### config.mk
export PLATFORM = sky130hd
export DESIGN_NAME = store_align_unit_flat
export DESIGN_NICKNAME = d
export VERILOG_FILES = /design/src/rtl/store_align_unit_if.sv /design/src/rtl/store_align_unit.sv /design/src/flat_wrapper.sv
export SDC_FILE = /design/constraint.sdc
export NUM_CORES = 1
export LEC_CHECK = 0
export BUFFER_PORTS_ARGS = -buffer_cell sky130_fd_sc_hd__buf_2
export CAP_MARGIN = 10
export CORE_MARGIN = 4
export CORE_UTILIZATION = 35
export CTS_CLUSTER_DIAMETER = 50
export DETAILED_ROUTE_END_ITERATION = 8
export PLACE_DENSITY_LB_ADDON = 0.15
export SYNTH_ARGS = -nofsm -noshare
export SYNTH_HDL_FRONTEND = slang
export SYNTH_SLANG_ARGS = --single-unit
### constraint.sdc
create_clock -name clk -period 1.8 [get_ports clk]
set_input_delay 0.18 -clock clk [delete_from_list [all_inputs] [get_ports clk]]
set_output_delay 0.18 -clock clk [all_outputs]
set_load 0.02 [all_outputs]
### src/rtl/store_align_unit_if.sv
// Store request / data-memory write bundle for store_align_unit.
// The unit connects through the slave modport; the upstream stage and memory side use master.
interface store_align_unit_if #(
  parameter int ADDR_W = 32
);
  logic              st_valid;
  logic [2:0]        st_funct3;
  logic [ADDR_W-1:0] st_addr;
  logic [31:0]       st_data;
  logic              st_ready;
  logic              stall;
  logic              mem_req;
  logic [ADDR_W-1:0] mem_addr;
  logic [31:0]       mem_wdata;
  logic [3:0]        mem_wstrb;
  logic              mem_ack;
  logic              misalign_err;

  // Store side: request accepted when st_valid && st_ready.
  // Memory side: a beat completes when mem_req && mem_ack; addr/wdata/wstrb hold until then.
  modport slave (
    input  st_valid, st_funct3, st_addr, st_data, mem_ack,
    output st_ready, stall, mem_req, mem_addr, mem_wdata, mem_wstrb, misalign_err
  );

  modport master (
    output st_valid, st_funct3, st_addr, st_data, mem_ack,
    input  st_ready, stall, mem_req, mem_addr, mem_wdata, mem_wstrb, misalign_err
  );
endinterface

### src/rtl/store_align_unit.sv
// MEM-stage store aligner: turns SB/SH/SW into lane-aligned word writes with byte strobes,
// splitting word-crossing stores into two beats (or dropping them when SPLIT_EN=0).
module store_align_unit #(
  parameter int ADDR_W   = 32,
  parameter bit SPLIT_EN = 1'b1
) (
  input  logic                 clk,
  input  logic                 reset,
  store_align_unit_if.slave    bus,
  output logic [1:0]           dbg_state_o
);

  typedef enum logic [1:0] {
    IDLE  = 2'd0,
    BEAT0 = 2'd1,
    BEAT1 = 2'd2
  } state_e;

  state_e            state_q, state_d;
  logic [ADDR_W-1:0] addr_q, addr_d;
  logic [31:0]       wdata_q, wdata_d;
  logic [3:0]        wstrb_q, wstrb_d;
  logic [31:0]       hi_data_q, hi_data_d;
  logic [3:0]        hi_stb_q, hi_stb_d;
  logic              cross_q, cross_d;
  logic              err_q, err_d;

  logic [1:0]  off;
  logic [3:0]  mask;
  logic [31:0] sized;
  logic        legal;
  logic [63:0] sdat;
  logic [7:0]  sstb;
  logic        crossing;

  // Size-mask first so bytes above the store width never reach the lanes.
  always_comb begin
    off   = bus.st_addr[1:0];
    legal = 1'b1;
    mask  = 4'hF;
    sized = bus.st_data;
    case (bus.st_funct3)
      3'd0: begin
        mask  = 4'h1;
        sized = {24'b0, bus.st_data[7:0]};
      end
      3'd1: begin
        mask  = 4'h3;
        sized = {16'b0, bus.st_data[15:0]};
      end
      3'd2: begin
        mask  = 4'hF;
        sized = bus.st_data;
      end
      default: begin
        legal = 1'b0;
        mask  = 4'h0;
        sized = 32'b0;
      end
    endcase
    sdat     = {32'b0, sized} << {off, 3'b000};
    sstb     = {4'b0, mask} << off;
    crossing = |sstb[7:4];
  end

  always_comb begin
    state_d   = state_q;
    addr_d    = addr_q;
    wdata_d   = wdata_q;
    wstrb_d   = wstrb_q;
    hi_data_d = hi_data_q;
    hi_stb_d  = hi_stb_q;
    cross_d   = cross_q;
    err_d     = 1'b0;
    case (state_q)
      IDLE: begin
        if (bus.st_valid && legal) begin
          if (crossing && !SPLIT_EN) begin
            err_d = 1'b1;
          end else begin
            state_d   = BEAT0;
            addr_d    = {bus.st_addr[ADDR_W-1:2], 2'b00};
            wdata_d   = sdat[31:0];
            wstrb_d   = sstb[3:0];
            hi_data_d = sdat[63:32];
            hi_stb_d  = sstb[7:4];
            cross_d   = crossing;
          end
        end
      end
      BEAT0: begin
        if (bus.mem_ack) begin
          if (cross_q) begin
            state_d = BEAT1;
            addr_d  = addr_q + ADDR_W'(4);
            wdata_d = hi_data_q;
            wstrb_d = hi_stb_q;
          end else begin
            state_d = IDLE;
            addr_d  = '0;
            wdata_d = 32'b0;
            wstrb_d = 4'b0;
          end
        end
      end
      BEAT1: begin
        if (bus.mem_ack) begin
          state_d = IDLE;
          addr_d  = '0;
          wdata_d = 32'b0;
          wstrb_d = 4'b0;
        end
      end
      default: state_d = IDLE;
    endcase
  end

  always_ff @(posedge clk or negedge reset) begin
    if (!reset) begin
      state_q   <= IDLE;
      addr_q    <= '0;
      wdata_q   <= 32'b0;
      wstrb_q   <= 4'b0;
      hi_data_q <= 32'b0;
      hi_stb_q  <= 4'b0;
      cross_q   <= 1'b0;
      err_q     <= 1'b0;
    end else begin
      state_q   <= state_d;
      addr_q    <= addr_d;
      wdata_q   <= wdata_d;
      wstrb_q   <= wstrb_d;
      hi_data_q <= hi_data_d;
      hi_stb_q  <= hi_stb_d;
      cross_q   <= cross_d;
      err_q     <= err_d;
    end
  end

  // mem_req follows the state register so an async reset drops it immediately.
  assign bus.st_ready     = (state_q == IDLE);
  assign bus.stall        = (state_q != IDLE);
  assign bus.mem_req      = (state_q != IDLE);
  assign bus.mem_addr     = addr_q;
  assign bus.mem_wdata    = wdata_q;
  assign bus.mem_wstrb    = wstrb_q;
  assign bus.misalign_err = err_q;
  assign dbg_state_o      = state_q;

endmodule

### src/flat_wrapper.sv
// flat-port wrapper written by rule: the top's interface ports become plain ports
module store_align_unit_flat 
#(
  parameter int ADDR_W   = 32,
  parameter bit SPLIT_EN = 1'b1
)
  (clk, reset, dbg_state_o, bus_st_valid, bus_st_funct3, bus_st_addr, bus_st_data, bus_mem_ack, bus_st_ready, bus_stall, bus_mem_req, bus_mem_addr, bus_mem_wdata, bus_mem_wstrb, bus_misalign_err);
  store_align_unit_if #(.ADDR_W(ADDR_W)) bus_i ();
  input  logic clk;
  input  logic reset;
  output logic [1:0] dbg_state_o;
  input wire logic [$bits(bus_i.st_valid)-1:0] bus_st_valid;
  input wire logic [$bits(bus_i.st_funct3)-1:0] bus_st_funct3;
  input wire logic [$bits(bus_i.st_addr)-1:0] bus_st_addr;
  input wire logic [$bits(bus_i.st_data)-1:0] bus_st_data;
  input wire logic [$bits(bus_i.mem_ack)-1:0] bus_mem_ack;
  output wire logic [$bits(bus_i.st_ready)-1:0] bus_st_ready;
  output wire logic [$bits(bus_i.stall)-1:0] bus_stall;
  output wire logic [$bits(bus_i.mem_req)-1:0] bus_mem_req;
  output wire logic [$bits(bus_i.mem_addr)-1:0] bus_mem_addr;
  output wire logic [$bits(bus_i.mem_wdata)-1:0] bus_mem_wdata;
  output wire logic [$bits(bus_i.mem_wstrb)-1:0] bus_mem_wstrb;
  output wire logic [$bits(bus_i.misalign_err)-1:0] bus_misalign_err;
  assign bus_i.st_valid = bus_st_valid;
  assign bus_i.st_funct3 = bus_st_funct3;
  assign bus_i.st_addr = bus_st_addr;
  assign bus_i.st_data = bus_st_data;
  assign bus_i.mem_ack = bus_mem_ack;
  assign bus_st_ready = bus_i.st_ready;
  assign bus_stall = bus_i.stall;
  assign bus_mem_req = bus_i.mem_req;
  assign bus_mem_addr = bus_i.mem_addr;
  assign bus_mem_wdata = bus_i.mem_wdata;
  assign bus_mem_wstrb = bus_i.mem_wstrb;
  assign bus_misalign_err = bus_i.misalign_err;
  store_align_unit #(.ADDR_W(ADDR_W), .SPLIT_EN(SPLIT_EN)) u_core (.clk(clk), .reset(reset), .bus(bus_i), .dbg_state_o(dbg_state_o));
endmodule
# Yosys cells after proc, flatten, opt, wreduce, memory -nomap -nowiden
# Cells that the tools add are included.
# totals
ff_bits	107
in_bits	71
out_inout_bits	74
elab_cells	49
# classes
add_sub_neg	1
eq_ne	7
shifts	2
mux	22
n_reduce_logical	10
# op_table
operator	count
$pmux 32 s3	3
$mux 32	7
$shl 32x5->64	1
$add 32x3->32 const B	1
$pmux 4 s3	2
$mux 4	4
$mux 2	4
$shl 4x2->8	1
$pmux 2 s3	1
$ne 2x2->1 const B	2
$reduce_and 4->1	1
$reduce_or 4->1	1
$eq 3x1->1 const B	1
$eq 3x2->1 const B	1
$logic_not 3->1	1
$reduce_and 3->1	1
$reduce_bool 3->1	1
$reduce_or 3->1	1
$eq 2x1->1 const B	1
$eq 2x2->1 const B	1
$logic_not 2->1	1
$ne 2x1->1 const B	1
$reduce_and 2->1	1
$reduce_bool 2->1	1
other kinds (2)	2

# Longest topological paths before layout
# Gate-level depths: netlist (run 1).
# logic_depth
ltp_word	6
ltp_mapped	9
mapped_depth_nobuf	7

# Worst setup path before layout (run 1)
# Ideal clock, no wire load.
# synth_path
path_type	register to register
start	reg u_core.state_q[0] (netlist: u_core.dbg_state_o[0])
end	reg u_core.addr_q[10] (netlist: u_core.bus.mem_addr[10])
setup_ps	135
arrival_ps	1994
t_required_ps	1665
setup_slack_ps	-328
stages_incl_launch_ff	9
n_path_buf	2
period_less_slack_ps	2128
path_cell_list	dfrtp_1 -> inv_1 -> ha_1 -> inv_1 -> a21o_1 -> nand3b_1 -> buf_2 -> buf_1 -> o22ai_1
# synth_via
elab_chain_cells	3
word_cells_on_any_way	9
classes_between	eq/ne (5); mux (1); reduce/logical (3)
# synth_lines
item	line	text
start: declaration	store_align_unit.sv:19	state_e state_q, state_d;
start signal: assignment	store_align_unit.sv:129	state_q <= state_d;
$logic_not 2->1 (*)	n/a	
via bus_st_ready	flat_wrapper.sv:17	output wire logic [$bits(bus_i.st_ready)-1:0] bus_st_ready;
$ne 2x1->1 (no line) / $reduce_bool 3->1 (equally long branches)	n/a	
$reduce_and 4->1 (no line)	n/a	
end signal: assignment	store_align_unit.sv:130	addr_q <= addr_d;
end: declaration	store_align_unit.sv:20	logic [ADDR_W-1:0] addr_q, addr_d;
# The timed path passes the listed nets; every way through them passes the cells marked *.
# A chain may end at the register's enable or synchronous reset.

# Worst setup path in the final report (run 1)
# layout_path
start	reg u_core.state_q[0] (netlist: u_core.dbg_state_o[0])
end	reg u_core.addr_q[27] (netlist: u_core.bus.mem_addr[27])
# layout_via
elab_chain_cells	3
word_cells_on_any_way	9
classes_between	eq/ne (5); mux (1); reduce/logical (3)
# layout_lines
item	line	text
$eq 2x2->1 (tied with other cells)	store_align_unit.sv:75	case (state_q)
$ne 2x2->1 (no line) (tied with other cells)	n/a	
$reduce_and 4->1 (no line)	n/a	
# Parallel ways exist; a longest one is shown, timed or not.

==> results by group, run 1 <==
Hold path
  – Worst hold path stage count: 3
  – Min-delay src: bus_st_addr[24]
  – Hold WC Path Type: input pin to register
  – Worst Hold Path EP: u_core.bus.mem_addr[24]

Critical path
  – CP endpoint kind: register
  – RR Endpoint: u_core.bus.mem_addr[27]
  – CP Max Fanout: 5
  – R2r startpoint: u_core.dbg_state_o[0]
  – CP Class: register to register
  – Startpoint types: register
  – Crit path DAT: 2.06 ns
  – Flop2flop setup slack: -0.02 ns
  – Worst EP required: 2.04 ns
  – R2R cell count: 8

Synthesis
  – Synth warn: 0
  – #FFs+latches synth: 96
  – Most common cell in the netlist: dfrtp_1
  – Synth Area in Compound Gates: 0.285
  – Yosys top cell area share: 0.453
  – Mean Syn Cell Area: 9.00 um2
  – Top post-synthesis cells by area: dfrtp_1 (45%), o21ai_0 (7.5%), nand2_1 (4.7%)
  – Synth Cell Area: 0.00530 mm2
  – Leading area contributor after synthesis: dfrtp_1
  – Top cells by count, synth: dfrtp_1 (96), o21ai_0 (79), nand2_1 (66)
  – Simple-gate share of the synthesized area: 0.180
  – Mux share of post-synthesis cell area: 0.0151
  – Post-synthesis xor/xnor area fraction: 0.00165
  – Yosys cell types: 55
  – Synth Area in Adders: 0.0118
  – Post-synthesis sequential area ratio: 0.453
  – Synth Flop Type: dfrtp_1
  – Largest family of logic cells by synthesized area: compound AO/OA/AOI/OAI gates
  – Async set-reset flop share out of synthesis: 1.00
  – EDFF count, synth: 0
  – Cells after Synth: 589

Final layout
  – Final Core Density: 0.519
  – Antenna Cells: 0
  – # nets final: 873
  – Layout Cells excl Fill: 985
  – Filler cell count: 1402
  – Layout cells sized above 1: 0.385
  – Synth-to-layout area growth: 43.9%

CTS
  – Worst-Skew Late Latency: 0.35 ns
  – H-tree levels: 3
  – Root Buffer Master: clkbuf_16
  – CTS tree: done
  – Num CTS Buffers: 9
  – Clk pin slew, worst setup/hold paths: 0.07 ns
  – CTS max path bufs: 2
  – Clk sinks: 96

STA
  – Final setup margin: -0.0248 ns
  – Worst relative slew slack: 0.415
  – Slew Viols, Final: 0
  – Setup_tns: -0.0418 ns
  – Final hold vios: 0
  – Minimum clock period: 1.82 ns
  – Worst Tran Pin Value: 0.870 ns
  – Final Skew: 0.00760 ns
  – RSZ-0062 raised after global routing: true
  – Fmax: 548 MHz
  – Hold_ws: 0.0753 ns
  – Final setup viols: 3
  – Ratio of final minimum period to clock period: 1.01

Place
  – Input/output buffers: 141
  – Pre-CTS WS: -0.172 ns
  – Final Wtd Congestion: 0.862
  – Dpl cells: 940
  – HPWL Detailed: 13300 um

Pwr
  – Switching Share: 0.434
  – Leak Pwr: 0.00355 uW
  – Switching pwr: 5850 uW
  – Power per Cell Area: 1760 mW/mm2
  – Clock power frac: 0.146
  – Seq pwr share: 0.272
  – Max VDD drop: 0.712 mV
  – Comb pwr share: 0.582
  – Cell internal pwr: 7610 uW

Routing
  – DRT Pass-1 Iters: 6
  – Wire per inst: 20.0 um
  – Via count: 5626
  – Antenna-violating nets left: 0
  – Drt drc: 0
  – Routed vias/inst: 5.71
  – WL final: 19700 um
  – Drt first-iter violations: 415

Die
  – Die X: 131 um
  – Total core area: 0.0147 mm2
  – Initial core utilization: 0.361
  – Ports: 145
  – Die Area: 0.0172 mm2
  – FP Rows: 44
  – Die height: 131 um

Global route
  – First-pass GRT wire length: 30200 um
  – Number of global-route vias before repair: 5670
  – GRT Overall Usage: 0.216
  – Initial antenna violation count: 0
  – Pin count of the biggest net entering global routing: 97
  – Global route overflow: 0

Outcome
  – Status: finished, violations left
  – Failing checks: negative setup slack

Flow run
  – Max-Cap Viols: 0
-- cell families after synthesis --
| logic type | count (synthesis) |
|---|---|
| adder cells (fa/ha/maj) | 5 |
| XOR/XNOR | 1 |
| multiplexers | 8 |
| other | 1 |
| buffers and inverters | 65 |
| AO/OA/AOI/OAI | 220 |
| AND/OR/NAND/NOR | 193 |
| flip-flops | 96 |
-- through the flow --
step / total power [uW] / instance area, um2
after floorplan: 7430 / 5360
after global placement: 9790 / 6680
after detailed placement: 9920 / 6680
after CTS: 12800 / 7300
after global routing: 14300 / 7630
final: 13500 / 7630
-- power by group through the flow --
| stage | clock, uW | sequential [uW] | combinational (uW) |
|---|---|---|---|
| 2_1_floorplan | 0 | 4420 | 3010 |
| 3_3_place_gp | 0 | 3620 | 6170 |
| 3_5_place_dp | 0 | 3650 | 6260 |
| 4_1_cts | 2010 | 3630 | 7200 |
| 5_1_grt | 2100 | 3760 | 8430 |
| 6_report | 1960 | 3660 | 7830 |
-- routing by layer --
layer	vias to the layer above	wire (um)	track usage
met5	-	0	0
met4	0	579	0.0729
met3	42	1160	0.0451
met2	231	9930	0.368
met1	2716	8000	0.274
li1	2637	-	-
-- cell usage in the layout, fill, tap and decap left out, types with 7 or more instances in the layout --
master     netlist  routed
clkbuf_16        0      13
a21oi_1         16      15
buf_4            5      76
o21ai_1          3      31
a31oi_1          7       7
a221oi_2         0       7
buf_12           0       8
a22o_1          14      14
nor2_1          63      60
a22oi_1          7       7
a222oi_1         8       8
o221ai_1         8       8
inv_1           14      11
dfrtp_1         96      92
a221oi_1        18       9
a32oi_1         22      22
mux2i_1          8       8
buf_6            0      15
nand3_1          9       7
o21a_1          12      12
buf_2           17     140
nand4_1         10      10
nand2_1         66      64
and3_1           9       7
o21ai_0         79      49
-- worst max-delay path: stages, from the launching register on --
cell and delay (ns):
dfrtp_2 0.43, inv_2 0.09, ha_4 0.15, clkinvlp_4 0.07, a21o_1 0.18, and3b_2 0.26
buf_6 0.14, and3_4 0.16, a211o_1 0.22
-- flip-flops by register name, summed over array words and instances, names as in the netlist --
register / flops
u_core.bus.mem_wdata: 32
u_core.bus.mem_wstrb: 4
u_core.hi_stb_q: 3
u_core.dbg_state_o: 2
u_core.cross_q: 1
u_core.bus.mem_addr: 30
u_core.hi_data_q: 24
-- how the worst max path moves through the flow --
stage,slack (ns),to,startpoint
after global placement,-0.09,u_core.bus.mem_wdata[23],u_core.dbg_state_o[0]
after detailed placement,-0.17,u_core.bus.mem_wdata[23],u_core.dbg_state_o[0]
after floorplan,-0.06,u_core.bus.mem_addr[26],u_core.dbg_state_o[1]
after CTS,-0.05,u_core.bus.mem_addr[27],u_core.dbg_state_o[0]
after global routing,-0.08,u_core.bus.mem_wdata[4],u_core.dbg_state_o[0]
final,-0.02,u_core.bus.mem_addr[27],u_core.dbg_state_o[0]
-- layout make-up --
type | count | area [um2] | area share
multi-input cells | 430 | 2890 | 0.378
flip-flops and latches | 96 | 2410 | 0.315
repair buffers | 246 | 1750 | 0.230
clock buffers | 11 | 243 | 0.0318
well taps | 184 | 230 | 0.0302
inverters | 14 | 58.8 | 0.00770
clock inverters | 4 | 53.8 | 0.00705
-- timing repair --
action                                 in CTS  in global routing
gates cloned                                1                  5
endpoints found under the hold margin      96                  0
resized for setup                          48                 51
setup endpoints to repair                  57                 54
buffers inserted                           15                 10
hold buffers                                1                  0
pin swaps                                   8                 13
Power figures use the tool's default switching activity.
==> run 2, diff against run 1 <==
==> constraint.sdc (replaced) <==
create_clock -name clk -period 2 [get_ports clk]
set_input_delay 0.2 -clock clk [delete_from_list [all_inputs] [get_ports clk]]
set_output_delay 0.2 -clock clk [all_outputs]
set_load 0.02 [all_outputs]
==> run 2 against run 1 <==
  * The flow now finishes without violations
  * Die area did not move
  * First-iteration DRC count rose by 13%
  * Sequential share of layout area rose by 3.5 points
  * Clock power down 15%
  * Sequential power is 7.7% lower
  * Combinational power decreased by 30%
  * Critical path type unchanged
  * Critical endpoint unchanged
==> results by group, run 2 (same netlist as run 1, synthesis figures left out) <==
Outcome
  – Status: complete, no violations

Critical path
  – CP endpoint kind: register
  – Slowest CP cell: dfrtp_1
  – Crit path DAT: 2.15 ns (+0.09 ns)
  – Worst Setup SP: u_core.dbg_state_o[0]
  – CP Class: register to register
  – Worst EP required: 2.23 ns (+0.19 ns)
  – Worst path cell trace: inv_1 > ha_1 > o21bai_2 > nand3b_1 > buf_6 > buf_12 > a21o_1 > a211o_1
  – R2R cell count: 8 (unchanged)
  – CP delay by family, top: compound AO/OA/AOI/OAI gates
  – WP buf/inv: 3 (unchanged)
  – Crit-path max cell delay: 0.41 ns (-0.02 ns)
  – R2r startpoint: u_core.dbg_state_o[0]
  – CP Max Fanout: 6 (+1)
  – Instance count on the critical path: 8 (unchanged)
  – Startpoint types: register

Final layout
  – Layout cells sized above 1: 0.305 (-0.0798)
  – Most frequent cells in the layout: buf_2 (140), dfrtp_1 (94), o21ai_0 (78)
  – Antenna Cells: 0 (unchanged)
  – Synth-to-layout area growth: 29.4%
  – Commonest non-fill, non-tap cell in the layout: buf_2
  – Max FFs per register: 32 (unchanged)
  – Filler cell count: 1478 (+5.4%)
  – # nets final: 816 (-6.5%)

STA
  – Worst relative slew slack: 0.618 (+0.203)
  – Minimum clock period: 1.91 ns (+0.0879 ns)
  – Final hold vios: 0 (unchanged)
  – Final Skew: 0.00590 ns (-0.00170 ns)
  – Setup_tns: 0 ns (+0.0418 ns)
  – Final setup viols: 0 (-3)
  – Slew Viols, Final: 0 (unchanged)
  – Ratio of final minimum period to clock period: 0.956 (-0.0574)
  – Worst Tran Pin Value: 0.573 ns (-0.297 ns)
  – Fmax: 523 MHz (-4.6%)
  – Hold_ws: 0.112 ns (+0.0372 ns)

CTS
  – CTS max path bufs: 2 (unchanged)
  – Worst-Skew Late Latency: 0.35 ns (about the same)
  – Num CTS Buffers: 9 (unchanged)
  – H-tree levels: 3 (unchanged)
  – CTS tree: done
  – Clk pin slew, worst setup/hold paths: 0.07 ns (about the same)
  – Root Buffer Master: clkbuf_16
  – Clk sinks: 96 (unchanged)

Routing
  – DRT Pass-1 Iters: 9 (+3)
  – Drt first-iter violations: 469 (+13%)
  – Drt drc: 0 (unchanged)
  – WL final: 18200 um (-7.7%)
  – Via count: 5342 (-5.0%)
  – Wire per inst: 19.5 um (-2.1%)
  – Antenna-violating nets left: 0 (unchanged)
  – Routed vias/inst: 5.75 (+0.68%)

Place
  – Input/output buffers: 141 (unchanged)
  – HPWL Detailed: 13000 um (-2.7%)
  – Final Wtd Congestion: 0.916 (+6.2%)

Hold path
  – Worst hold path stage count: 2 (-1)
  – Hold WC Path Type: input pin to register
  – Min-delay src: bus_st_data[31]

Pwr
  – Power per Cell Area: 1530 mW/mm2 (-13%)
  – Leak Pwr: 0.00318 uW (-11%)
  – Total power: 10500 uW (-22%)
  – Max VDD drop: 0.828 mV (+16%)

Flow run
  – Max-Cap Viols: 0 (unchanged)

Global route
  – Pin count of the biggest net entering global routing: 60 (-38%)
  – Initial antenna violation count: 0 (unchanged)
  – Global route overflow: 0 (unchanged)
  – Number of global-route vias before repair: 5266 (-7.1%)
  – GRT Overall Usage: 0.204 (-0.0117)
  – First-pass GRT wire length: 28700 um (-4.9%)

Die
  – Ports: 145 (unchanged)
  – Die height: 131 um (unchanged)
  – Die Area: 0.0172 mm2 (unchanged)
  – Total core area: 0.0147 mm2 (unchanged)
  – Die X: 131 um (unchanged)
  – FP Rows: 44 (unchanged)
  – Initial core utilization: 0.361 (unchanged)
## run 2: cell count changes in the layout (fill, tap and decap cells not counted), sizes merged
cell / before / now
bufinv: 1 / 0
buf: 241 / 186
clkinvlp: 3 / 1
inv: 14 / 17
clkbuf: 15 / 11
clkinv: 0 / 3
## run 2: final timing paths
kind,end,slack [ns]
setup / recovery,u_core.bus.mem_addr[27],0.09
hold / removal,u_core.hi_data_q[23],0.11
setup reg to reg,u_core.bus.mem_addr[27],0.09
hold reg to reg,u_core.bus.mem_wdata[13],0.48
max in group asynchronous,u_core.bus.mem_wdata[18],0.95
min in group asynchronous,u_core.bus.mem_addr[28],0.39
## run 2: per-layer routing
metal / GRT usage / vias to the layer above / share of wire
li1: - / 2512 / -
met1: 0.268 / 2608 / 0.43
met2: 0.343 / 195 / 0.49
met3: 0.0428 / 27 / 0.057
met4: 0.0589 / 0 / 0.021
met5: 0 / - / 0
## run 2: cell type report
class                   instances  area [um2]  share of cell area
clock buffers                   9         225              0.0328
clock inverters                 7        52.6             0.00766
inverters                      14        52.6             0.00766
multi-input cells             430        2690               0.392
flip-flops and latches         96        2400               0.350
well taps                     184         230              0.0335
repair buffers                189        1200               0.176
## run 2: worst register-to-register path: cells and delay by family (launching register included)
kind                       cells  cell delay (ns)
adders and majority gates      1             0.22
buffers and inverters          3             0.42
DFF                            1             0.41
AOI/OAI and AO/OA              3             0.58
and+or+nand+nor                1             0.18
## run 2: what timing repair did
item | 4_1_cts | 5_1_grt
gates cloned | 0 | 2
buffers inserted | 0 | 7
endpoints found under the hold margin | 37 | 0
setup endpoints to repair | 8 | 30
pin swaps | 0 | 2
hold buffers | 1 | 0
gates resized for setup | 1 | 18
## run 2: per-stage QoR
stage | setup WS (ns) | instances | instance area (um2) | util
3_3_place_gp | 0.0233 | 903 | 6380 | 0.434
3_5_place_dp | -0.0594 | 903 | 6380 | 0.434
4_1_cts | 0.0362 | 920 | 6670 | 0.454
2_1_floorplan | 0.00311 | 591 | 5320 | -
5_1_grt | -0.0146 | 929 | 6860 | 0.467
6_report | 0.0873 | 929 | 6860 | 0.467
## run 2: where the power goes
group | internal, uW | switching [uW] | total (uW)
Clock | 855 | 802 | 1660
Combinational | 2160 | 3300 | 5460
Sequential | 2710 | 667 | 3380
Total | 5720 | 4770 | 10500
